## src/rtl/msk_scan_loader.sv

```systemverilog
`default_nettype none
// ============================================================================
// Module   : msk_scan_loader
// Brief    : Serial load / core hand-off / serial unload controller for a chain
//            of masked scan registers; share data is passed through as wires.
// Revision : 1.0 - initial release
// ============================================================================
module msk_scan_loader #(
    parameter int D      = 2,
    parameter int COUNT  = 8,
    parameter int NWORDS = 16
) (
    input  logic                 clk,
    input  logic                 rst,
    input  logic                 in_valid,
    output logic                 in_ready,
    input  logic [COUNT*D-1:0]   in_data,
    output logic [COUNT*D-1:0]   scan_in,
    input  logic [COUNT*D-1:0]   scan_out,
    output logic                 scan_en,
    output logic                 reg_en,
    output logic                 core_start,
    input  logic                 core_en,
    input  logic                 core_done,
    output logic                 out_valid,
    input  logic                 out_ready,
    output logic [COUNT*D-1:0]   out_data
);

    localparam int              c_cnt_w     = $clog2(NWORDS + 1);
    localparam logic [c_cnt_w-1:0] c_last_word = c_cnt_w'(NWORDS - 1);

    typedef enum logic [1:0] {
        S_LOAD   = 2'd0,
        S_START  = 2'd1,
        S_RUN    = 2'd2,
        S_UNLOAD = 2'd3
    } state_t;

    state_t               r_state;
    logic [c_cnt_w-1:0]   r_cnt;

    logic w_in_load;
    logic w_in_start;
    logic w_in_run;
    logic w_in_unload;
    logic w_accept;
    logic w_deliver;

    // Decodes are gated by rst so every control output drops the instant reset rises.
    assign w_in_load   = (r_state == S_LOAD)   && !rst;
    assign w_in_start  = (r_state == S_START)  && !rst;
    assign w_in_run    = (r_state == S_RUN)    && !rst;
    assign w_in_unload = (r_state == S_UNLOAD) && !rst;

    assign w_accept  = w_in_load   && in_valid;
    assign w_deliver = w_in_unload && out_ready;

    always_ff @(posedge clk or posedge rst) begin
        if (rst) begin
            r_state <= S_LOAD;
            r_cnt   <= '0;
        end else begin
            case (r_state)
                S_LOAD: begin
                    if (in_valid) begin
                        if (r_cnt == c_last_word) begin
                            r_state <= S_START;
                            r_cnt   <= '0;
                        end else begin
                            r_cnt <= r_cnt + 1'b1;
                        end
                    end
                end
                S_START: begin
                    r_state <= S_RUN;
                end
                S_RUN: begin
                    if (core_done) begin
                        r_state <= S_UNLOAD;
                    end
                end
                S_UNLOAD: begin
                    if (out_ready) begin
                        if (r_cnt == c_last_word) begin
                            r_state <= S_LOAD;
                            r_cnt   <= '0;
                        end else begin
                            r_cnt <= r_cnt + 1'b1;
                        end
                    end
                end
                default: begin
                    r_state <= S_LOAD;
                    r_cnt   <= '0;
                end
            endcase
        end
    end

    // Handshake-qualified strobes must act in the accept cycle, so these stay combinational.
    assign in_ready   = w_in_load;
    assign out_valid  = w_in_unload;
    assign core_start = w_in_start;
    assign scan_en    = w_accept || w_deliver;
    assign reg_en     = w_accept || w_deliver || (w_in_run && core_en);

    assign scan_in  = in_data;
    assign out_data = scan_out;

endmodule

`default_nettype wire

```

## config.mk

```make
export PLATFORM = sky130hd
export DESIGN_NAME = msk_scan_loader
export DESIGN_NICKNAME = d
export VERILOG_FILES = /design/src/rtl/msk_scan_loader.sv
export SDC_FILE = /design/constraint.sdc
export NUM_CORES = 1
export LEC_CHECK = 0
export BUFFER_PORTS_ARGS = -buffer_cell sky130_fd_sc_hd__buf_2
export CELL_PAD_IN_SITES_DETAIL_PLACEMENT = 1
export CELL_PAD_IN_SITES_GLOBAL_PLACEMENT = 1
export CORE_MARGIN = 3
export CORE_UTILIZATION = 25
export DETAILED_ROUTE_END_ITERATION = 8
export GPL_TIMING_DRIVEN = 0
export PLACE_DENSITY = 0.82
export SYNTH_ARGS = -nofsm -noshare
export SYNTH_HDL_FRONTEND = slang
export SYNTH_SLANG_ARGS = --single-unit
```

## constraint.sdc

```tcl
create_clock -name clk -period 2.5 [get_ports clk]
set_input_delay 0.75 -clock clk [delete_from_list [all_inputs] [get_ports clk]]
set_output_delay 0.75 -clock clk [all_outputs]
set_load 0.05 [all_outputs]
```

==> insert_results.sql <==
INSERT INTO impl_metrics (metric_group, metric, value, unit) VALUES
('run_status', 'status', 'complete, no violations', ''),
('global_routing', 'grt_pass1_vias', '627', ''),
('clocking', 'clock_insertion_delay_worst_skew', '0.25', 'ns'),
('power', 'internal_power', '554', 'uW'),
('routing', 'route.vias.total', '683', ''),
('yosys', 'synth_enable_flop_cells', '0', ''),
('yosys', 'post_synthesis_share_of_cell_area_spent_on_full_adders_half_adders_and_majority_gates', '8.42', '%'),
('cells_and_area', 'syn2layout_area_growth', '38.4', '%'),
('routing', 'first_iter_violations', '4', ''),
('floorplanning', 'effective_utilization_at_floorplan', '26.5', '%'),
('worst_setup_path', 'worstPathBufferInverterCount', '2', ''),
('placed_design', 'port_buffers', '42', ''),
('clocking', 'tritoncts', 'built', ''),
('global_routing', 'overflow', '0', ''),
('sta', 'max_clock_freq', '0.424', 'GHz'),
('worst_setup_path', 'critical_path.max_stage_delay', '0.39', 'ns'),
('worst_setup_path', 'timing_worst_setup_path_type', 'reg2out', ''),
('power', 'worst_ir_drop_vdd', '0.215', 'mV'),
('yosys', 'synth_async_sr_flop_share', '100', '%'),
('worst_setup_path', 'worstPathMaxFanout', '6', ''),
('global_routing', 'wire_length_of_the_first_global_routing_pass', '2500', 'um'),
('yosys', 'postSynthAreaPerCell', '9.41', 'um^2'),
('routing', 'wl_per_cell', '11.2', 'um'),
('global_routing', 'grt_max_degree', '9', ''),
('sta', 'timing.final.max_slew_violations', '0', ''),
('routing', 'final_wirelength', '1740', 'um'),
('floorplanning', 'dieArea', '3660', 'um^2'),
('worst_setup_path', 'crit_path_end_kind', 'output pin', ''),
('power', 'power.net_switching', '488', 'uW'),
('sta', 'timing.slew.headroom', '79.3', '%'),
('sta', 'tns', '0', 'ns'),
('clocking', 'cts.hold.buffers_added', '0', ''),
('min_path', 'min_path_type', 'reg2reg', ''),
('floorplanning', 'placeableCoreArea', '2810', 'um^2'),
('yosys', 'synth-compound-area-share', '9.76', '%'),
('power', 'power.sequential.fraction', '21.1', '%'),
('floorplanning', 'num_rows', '19', ''),
('routing', 'ant_nets', '0', ''),
('yosys', 'mappedNetlistNets', '122', ''),
('clocking', 'post_cts_resized', '0', ''),
('power', 'leak_pwr', '0.573', 'nW'),
('routing', 'drc_errors', '0', ''),
('clocking', 'clock_path_buffers', '2', ''),
('power', 'cellPowerDensity', '1010', 'nW/um^2'),
('clocking', 'cts_setup_buffers', '0', ''),
('cells_and_area', 'fin_nets', '169', ''),
('worst_setup_path', 'critical_path_cell_count', '6', ''),
('yosys', 'synth-simple-area-share', '16.7', '%'),
('sta', 'final_hold_viol_count', '0', ''),
('routing', 'dr.pass1.iters', '2', ''),
('placed_design', 'dp_hpwl', '1500', 'um'),
('floorplanning', 'die_h', '60.5', 'um'),
('floorplanning', 'ios', '75', ''),
('cells_and_area', 'post_layout_instance_count_excluding_filler_cells', '156', ''),
('cells_and_area', 'n_antenna_cell', '0', ''),
('clocking', 'tritoncts.num_buffers', '3', ''),
('yosys', 'xor_xnor_cell_area_share_of_the_yosys_netlist', '1.18', '%'),
('cells_and_area', 'most_common_library_cell_in_the_layout_ignoring_fill_and_taps', 'buf_2', ''),
('yosys', 'synth_ff_type', 'dfrtp_1', ''),
('yosys', 'synth_sequential_area_ratio', '23.6', '%'),
('cells_and_area', 'layout-drive-gt1-share', '72.0', '%'),
('yosys', 'main_combinational_cell_family_by_area_after_synthesis', 'buffers and inverters', ''),
('sta', 'post-route-min-period', '2.36', 'ns'),
('yosys', 'syn_inst', '79', ''),
('min_path', 'min_delay_path_depth', '1', ''),
('yosys', 'number_of_flip_flops_and_latches_in_the_synthesized_netlist', '7', ''),
('sta', 'unrepaired_setup_endpoints_after_global_routing', 'no', ''),
('power', 'p_comb_share', '69.1', '%'),
('yosys', 'ys_top_cells_by_area', 'buf_4 32%, dfrtp_1 24%, ha_1 8.4%', ''),
('global_routing', 'grt.total_usage', '9.40', '%'),
('power', 'sw_frac_of_total', '46.8', '%');
## power by group through the flow
| stage | clock, mW | sequential (mW) | combinational [mW] |
|---|---|---|---|
| after floorplan | 0 | 0.206 | 0.605 |
| after global placement | 0 | 0.214 | 0.695 |
| after detailed placement | 0 | 0.223 | 0.712 |
| after CTS | 0.108 | 0.220 | 0.718 |
| after global routing | 0.113 | 0.229 | 0.782 |
| final | 0.102 | 0.220 | 0.720 |
## sequential cells by signal, summed over array words and instances, names as in the netlist
register	flops
r_cnt	5
r_state	2
## worst register-to-register path, stage by stage, from the launching register on
cell     delay [ns]
dfrtp_1        0.39
inv_1          0.08
ha_2           0.23
or2_1          0.27
and3_4         0.18
mux2_4         0.29
## cell families (layout without fill, tap and decap cells)
| kind of cell | after synthesis | in the layout |
|---|---|---|
| xor gates and xnor gates | 1 | 1 |
| buffers and inverters | 36 | 82 |
| adders and majority gates | 5 | 5 |
| DFF | 7 | 7 |
| and+or+nand+nor | 19 | 19 |
| muxes | 3 | 3 |
| AOI/OAI and AO/OA | 8 | 8 |
## synthesized netlist by cell type (2+ instances only)
library cell	n
nor2_1	5
buf_4	32
ha_1	5
inv_1	4
mux2_4	3
dfrtp_1	7
nor2b_1	3
nand2b_1	2
## through the flow
stage / utilization (%) / hold WS (ns) / area (um^2) / power, mW / setup WS [ns]
global route: 36.7 / 0.510 / 1030 / 1.12 / 0.0347
global placement: 35.5 / 0.463 / 995 / 0.909 / 0.157
CTS: 36.4 / 0.482 / 1020 / 1.05 / 0.0304
finish: 36.7 / 0.477 / 1030 / 1.04 / 0.144
floorplan: - / 0.450 / 746 / 0.811 / 0.112
detailed placement: 35.5 / 0.471 / 995 / 0.935 / 0.142
## layer usage
metal | global-route usage (%) | up-vias | part of all wire, %
met3 | 4.89 | 4 | 19
met2 | 16.5 | 65 | 42
met1 | 9.02 | 292 | 37
li1 | - | 322 | -
met5 | 0 | - | 0
met4 | 4.64 | 0 | 1.5
## cell type report
type / count / area (um^2)
well taps: 31 / 38.8
fillers: 349 / 1780
flip-flops and latches: 7 / 175
repair buffers: 42 / 210
plain buffers: 32 / 240
clock buffers: 4 / 26.3
inverters: 4 / 15.0
multi-input cells: 36 / 323
## path summary, 6_finish.rpt
kind	from	to	slack [ns]
min in group asynchronous	rst	r_cnt[1]$_DFFE_PP0P_	0.49
worst min-delay path	r_cnt[4]$_DFFE_PP0P_	r_cnt[4]$_DFFE_PP0P_	0.48
worst min register to register	r_cnt[4]$_DFFE_PP0P_	r_cnt[4]$_DFFE_PP0P_	0.48
worst max-delay path	r_state[0]$_DFFE_PP0P_	reg_en	0.14
worst max register to register	r_state[0]$_DFFE_PP0P_	r_cnt[1]$_DFFE_PP0P_	0.95
max in group asynchronous	rst	r_cnt[4]$_DFFE_PP0P_	1.77
Note: power is estimated with default switching activity, not from simulation.
